--- src/rtl/bulb_pkg.sv ---
// bulb_pkg: shared debounce state encoding and press_evt bit positions for the switch panel.
package bulb_pkg;
    typedef enum logic [1:0] {RELEASED, ARM_PRESS, PRESSED, ARM_RELEASE} deb_state_t;
    localparam int IDX_MAIN = 0;
    localparam int IDX_SEL1 = 1;
    localparam int IDX_SEL2 = 2;
endpackage

--- src/rtl/debounce_cell.sv ---
// debounce_cell: 2-flop synchroniser plus press/release debounce FSM; press pulses on the accepting cycle.
module debounce_cell
    import bulb_pkg::*;
#(
    parameter int DEBOUNCE_CYCLES = 16
) (
    input  logic clk,
    input  logic rst_n,
    input  logic btn,
    output logic press
);
    localparam int CW = $clog2(DEBOUNCE_CYCLES + 1);
    localparam logic [CW-1:0] LAST = CW'(DEBOUNCE_CYCLES - 1);
    logic [1:0] sync;
    logic btn_s;
    deb_state_t state, state_n;
    logic [CW-1:0] cnt, cnt_n;
    assign btn_s = sync[1];
    always_ff @(posedge clk) begin
        if (!rst_n) begin
            sync  <= 2'b00;
            state <= RELEASED;
            cnt   <= '0;
        end else begin
            sync  <= {sync[0], btn};
            state <= state_n;
            cnt   <= cnt_n;
        end
    end
    // Both arm states count stable cycles of their target level; any bounce restarts from scratch.
    always_comb begin
        state_n = state;
        cnt_n   = cnt;
        press   = 1'b0;
        case (state)
            RELEASED: if (btn_s) begin
                state_n = ARM_PRESS;
                cnt_n   = CW'(1);
            end
            ARM_PRESS: if (!btn_s) begin
                state_n = RELEASED;
                cnt_n   = '0;
            end else if (cnt == LAST) begin
                state_n = PRESSED;
                cnt_n   = '0;
                press   = 1'b1;
            end else cnt_n = cnt + 1'b1;
            PRESSED: if (!btn_s) begin
                state_n = ARM_RELEASE;
                cnt_n   = CW'(1);
            end
            ARM_RELEASE: if (btn_s) begin
                state_n = PRESSED;
                cnt_n   = '0;
            end else if (cnt == LAST) begin
                state_n = RELEASED;
                cnt_n   = '0;
            end else cnt_n = cnt + 1'b1;
            default: begin
                state_n = RELEASED;
                cnt_n   = '0;
            end
        endcase
    end
endmodule

--- src/rtl/switch_panel.sv ---
// switch_panel: debounced toggle switches S/S1/S2 from three raw buttons.
// Define SWITCH_PANEL_INTERLOCK_EN to make S1 and S2 mutually exclusive (sel1 wins ties).
module switch_panel
    import bulb_pkg::*;
#(
    parameter int DEBOUNCE_CYCLES = 16
) (
    input  logic       clk,
    input  logic       rst_n,
    input  logic       btn_main,
    input  logic       btn_sel1,
    input  logic       btn_sel2,
    output logic       S,
    output logic       S1,
    output logic       S2,
    output logic [2:0] press_evt
);
    logic [2:0] btn, press;
    logic s1_n, s2_n;
    assign btn[IDX_MAIN] = btn_main;
    assign btn[IDX_SEL1] = btn_sel1;
    assign btn[IDX_SEL2] = btn_sel2;
    for (genvar i = 0; i < 3; i++) begin : g_cell
        debounce_cell #(.DEBOUNCE_CYCLES(DEBOUNCE_CYCLES)) u_cell (
            .clk  (clk),
            .rst_n(rst_n),
            .btn  (btn[i]),
            .press(press[i])
        );
    end
`ifdef SWITCH_PANEL_INTERLOCK_EN
    // A sel1 press swallows a simultaneous sel2 press; whichever select turns on clears the other.
    always_comb begin
        s1_n = press[IDX_SEL1] ? ~S1 : (press[IDX_SEL2] && !S2) ? 1'b0 : S1;
        s2_n = press[IDX_SEL1] ? (S1 ? S2 : 1'b0) : press[IDX_SEL2] ? ~S2 : S2;
    end
`else
    always_comb begin
        s1_n = S1 ^ press[IDX_SEL1];
        s2_n = S2 ^ press[IDX_SEL2];
    end
`endif
    always_ff @(posedge clk) begin
        if (!rst_n) begin
            S         <= 1'b0;
            S1        <= 1'b0;
            S2        <= 1'b0;
            press_evt <= 3'b000;
        end else begin
            S         <= S ^ press[IDX_MAIN];
            S1        <= s1_n;
            S2        <= s2_n;
            press_evt <= press;
        end
    end
endmodule

--- config.mk ---
export PLATFORM = sky130hd
export DESIGN_NAME = switch_panel
export DESIGN_NICKNAME = d
export VERILOG_FILES = /design/src/rtl/bulb_pkg.sv /design/src/rtl/debounce_cell.sv /design/src/rtl/switch_panel.sv
export SDC_FILE = /design/constraint.sdc
export NUM_CORES = 1
export LEC_CHECK = 0
export ABC_AREA = 0
export BUFFER_PORTS_ARGS = -buffer_cell sky130_fd_sc_hd__buf_4
export CORE_ASPECT_RATIO = 1.4
export CORE_MARGIN = 8
export CORE_UTILIZATION = 52
export DETAILED_ROUTE_END_ITERATION = 10
export GPL_TIMING_DRIVEN = 1
export PLACE_DENSITY = 0.73
export RECOVER_POWER = 25
export REMOVE_ABC_BUFFERS = 1
export SLEW_MARGIN = 20
export SYNTH_ARGS = -nofsm -noshare
export SYNTH_HDL_FRONTEND = slang
export SYNTH_HIERARCHICAL = 1
export SYNTH_SLANG_ARGS = --single-unit
--- constraint.sdc ---
create_clock -name clk -period 1.5 [get_ports clk]
set_input_delay 0.3 -clock clk [delete_from_list [all_inputs] [get_ports clk]]
set_output_delay 0.3 -clock clk [all_outputs]
set_load 0.01 [all_outputs]
[Word level (Yosys, flattened, before mapping)]
Index checks and enable logic that the tools add are counted.
Cells by class
  mux-type cells: 48
  $add $sub $neg: 3
  reductions and logical operators: 9
  bitwise operators: 3
  equality and inequality tests: 24
Operator list (number)
  $mux W5: 15
  $pmux W5 S4: 3
  $mux W2: 18
  $pmux W2 S4: 3
  $add A5 B1 Y5 const B: 3
  $eq A5 B4 Y1 const B: 3
  $eq A2 B2 Y1 const B: 6
  $reduce_and A4 Y1: 3
  $mux W1: 9
  $ne A3 B1 Y1 const B: 3
  $ne A3 B3 Y1 const B: 3
  $eq A2 B1 Y1 const B: 3
  $logic_not A2 Y1: 3
  $ne A2 B1 Y1 const B: 3
  $ne A2 B2 Y1 const B: 3
  $reduce_and A2 Y1: 3
  $xor A1 B1 Y1: 3
Storage, ports and cells
  register bits: 33
  output and inout bits: 6
  logic and storage cells: 100

[Logic depth before layout (Yosys ltp)]
  word-level depth: 5
  mapped depth: 6

[Hierarchy]
Netlist, hierarchy kept.
By module, submodules not included
  debounce_cell at g_cell[0].u_cell ...: area an instance 431.7 um^2, instances 2, cells an instance 45
  debounce_cell at g_cell[2].u_cell: area an instance 432.9 um^2, instances 1, cells an instance 45
  switch_panel: area an instance 185.2 um^2, instances 1, cells an instance 15

[Worst setup path after synthesis]
No wires, ideal clock.
  path type: flip-flop to flip-flop
  from: register g_cell[2].u_cell.cnt[0]
  to: register S2
  arrival: 1350 ps
  clock period less this slack: 1465 ps
  data required time: 1385 ps
  setup slack: 35 ps
  stages on the path, launching flop included: 7
  setup time: 115 ps
  path buffers: 0
  cells stage by stage: dfxtp_1 ha_1 and4b_1 nand2_1 nor3b_1 xor2_1 and2_1
On the way
  longest elaborated chain between the ends: 5
Ends and longest elaborated chain
  from (decl): RTL line debounce_cell.sv:17  | logic [CW-1:0] cnt, cnt_n;
  from (signal assigned): RTL line debounce_cell.sv:27  | cnt <= cnt_n;
  $eq A5 B4 Y1: RTL line debounce_cell.sv:43  | end else if (cnt == LAST) begin
  $mux W1: RTL line debounce_cell.sv:43
  $mux W1: RTL line debounce_cell.sv:40  | ARM_PRESS: if (!btn_s) begin
  $mux W1: RTL line debounce_cell.sv:35  | case (state)
  via press[2]: RTL line switch_panel.sv:18  | logic [2:0] btn, press;
  $xor A1 B1 Y1: RTL line switch_panel.sv:40  | s2_n = S2 ^ press[IDX_SEL2];
  to (signal assigned): RTL line switch_panel.sv:52  | S2 <= s2_n;
  to (decl): RTL line switch_panel.sv:15  | output logic S2,
The timed path passes the listed nets, and every way through them passes these cells.
A chain may end at the register's enable or synchronous reset.

[Worst setup path after layout]
  from: register g_cell[2].u_cell.cnt[1]
  to: register S2
The elaborated chain is that of the path after synthesis.

==> flow_summary.yaml <==
sta:
  rsz0062_at_grt: "no"
  fmax_mhz: 714.6
  drv_slew: 0
  tightest_slew_ns: 0.3633
  setup_violations: 0
  finalClockSkew_ns: 0.005791
  slew_headroom: 0.7576
  finalHoldViolCount: 0
  whs_ns: 0.2138
  post-route-min-period_ns: 1.399
  min_period_over_period: 0.9329
logic_synthesis:
  ys_types: 34
  yosysWarnings: 6
  yosys_most_used_dff: "dfxtp_1"
  synthCells: 150
  synth-edff-count: 0
  async_flop_share: 0
  synth.avg_cell_area_um2: 9.876
  yosysSeqAreaShare: 0.4459
  ys_top_cells_by_area: "dfxtp_1, and2_1, nor3b_1, nand3_1, nand2_1"
  yosysTopAreaCell: "dfxtp_1"
  synth_top_cell_area_share: 0.4459
  synth_seq_cells: 33
  ys_top_cells_by_count: "dfxtp_1, nand2_1, and2_1, nand3_1, nor3b_1"
  synth_most_common_cell: "dfxtp_1"
  syn_area_um2: 1481
pwr:
  ir_worst_vdd_mv: 0.6600
  power_switching_uw: 372.3
  seqPwrFrac: 0.557
  p_total_uw: 1615
  power_switching_share: 0.2305
  p_int_uw: 1243
  leakage_uw: 0.0007566
  p_per_area_nw_per_um2: 912.9
  pwr-share-comb: 0.044
  clkPwrFrac: 0.398
grt:
  grt_use_total: 0.1266
  grt_pass1_wl_um: 4726
  grt.overflow.total: 0
  grt_max_degree: 39
  antenna_found_initial: 0
  grt_pass1_vias: 1137
clocking:
  cts-buffers-inserted: 5
  clockBufferDepth: 2
  clkSlewWorstSetupHoldPaths_ns: 0.07
  cts_sinks: 33
  cts_tree: "yes"
  root_buffer: "clkbuf_8"
  clkLatencyLatePin_ns: 0.29
  h-tree-depth: 2
critical_path:
  cp_max_fo: 4
  critPathKind: "flip-flop to flip-flop"
  cp_slowest_cell: "dfxtp_2"
  cp.arrival_ns: 1.58
  cp.required_ns: 1.68
  path_cells: "ha_1 > and4b_1 > nand2_1 > nor3b_2 > xor2_1 > and2_1"
  endpoint_kind: "flip-flop"
  cp-start-kind: "flip-flop"
  cp_slowest_stage_delay_ns: 0.34
finish:
  seq_area_um2: 664.4
  nNetsFinal: 183
  multi_input_area_um2: 788.3
  area_growth_pct: 19.43
  drive_gt1_frac: 0.2955
  num_antenna_cells: 0
  fill_cells: 255
floorplan:
  start_util: 0.5307
  std_cell_rows: 23
  coreArea_um2: 2791
  die_height_um: 79.16
  dieArea_um2: 4837
  pin_count: 11
  fp.dieW_um: 61.11
flow_run:
  cap_violations: 0
detailed_routing:
  routed_via_density: 5.493
  drc_errors: 0
  first_pass_iters: 4
  vias: 1170
  wl_per_cell_um: 12.85
  wirelength_um: 2737
  detail-route-antenna-nets: 0
  drtIter0Drc: 31
worst_hold_path:
  hold_class: "input port to flip-flop"
place:
  gp_congestion: 0.7902
  io_buffers: 10
  hpwl_um: 1925
status:
  status: "complete, no violations"
metrics by stage:
stage	TNS, ns	setup WS, ns	utilization	cells	instance area, um^2
after detailed placement	-0.007636	-0.007636	0.5975	204	1668
after floorplan	0	0.03642	-	144	1449
after CTS	0	0.05522	0.6320	212	1764
after global placement	0	0.05954	0.5975	204	1668
final	0	0.1006	0.6338	213	1769
after global routing	0	0.0006009	0.6338	213	1769
worst max-delay path, delay by kind of cell, from the launching register on:
| kind | cells | cell delay [ns] |
|---|---|---|
| xor gates and xnor gates | 1 | 0.08 |
| adders and majority gates | 1 | 0.15 |
| DFF | 1 | 0.34 |
| and+or+nand+nor | 4 | 0.72 |
area by class of cell:
| type | count | area share |
|---|---|---|
| clock buffers | 5 | 0.03890 |
| clock inverters | 3 | 0.009901 |
| inverters | 4 | 0.008487 |
| multi-input cells | 107 | 0.4455 |
| flip-flops and latches | 33 | 0.3755 |
| well taps | 37 | 0.02617 |
| repair buffers | 24 | 0.09547 |
what timing repair did:
action / 4_1_cts / 5_1_grt
pin swaps: 0 / 3
endpoints found under the setup margin: 2 / 3
hold buffers: 0 / 0
resized for setup: 2 / 4
buffers inserted: 0 / 1
final timing paths:
kind	from	endpoint	slack (ns)	cells past startpoint
hold / removal	btn_main	g_cell[0].u_cell/sync[0]	0.21	2
setup reg to reg	g_cell[2].u_cell/cnt[1]	S2	0.10	6
setup / recovery	g_cell[2].u_cell/cnt[1]	S2	0.10	6
hold reg to reg	g_cell[0].u_cell/cnt[4]	g_cell[0].u_cell/cnt[4]	0.44	2
power by group through the flow:
stage	sequential, uW	clock [uW]	combinational, uW
after floorplan	921	0	30.6
after global placement	919	0	69.3
after detailed placement	920	0	72.0
after CTS	900	677	72.3
after global routing	901	714	79.7
final	900	643	71.4
flip-flops by register name, indices dropped and copies added, names as in the netlist, named ones only:
register	flops
g_cell.u_cell/sync	6
press_evt	3
S2	1
S1	1
g_cell.u_cell/cnt	15
S	1
g_cell.u_cell/state	3
per-layer routing:
metal  share of wire  GRT usage  vias up
li1                -          -      585
met1            0.42     0.1273      557
met2            0.52     0.2164       22
met3           0.044    0.04847        6
met4           0.019    0.06323        0
met5               0          0        -
cell families after synthesis:
group / count (synthesis) / share of synthesized area
buf+inv: 10 / 0.03209
xor+xnor: 8 / 0.05743
flops: 33 / 0.4459
simple gates: 73 / 0.3176
compound gates: 23 / 0.1216
fa+ha+maj: 3 / 0.02534
layout by cell type, fill, tap and decap left out, types with 5 or more instances in the layout:
cell type,instances
nor3b_1,5
nand3_1,11
xor2_1,6
nand2_1,14
clkbuf_8,5
buf_4,21
and2_1,11
dfxtp_1,30
Note: power is estimated with default switching activity, not from simulation.
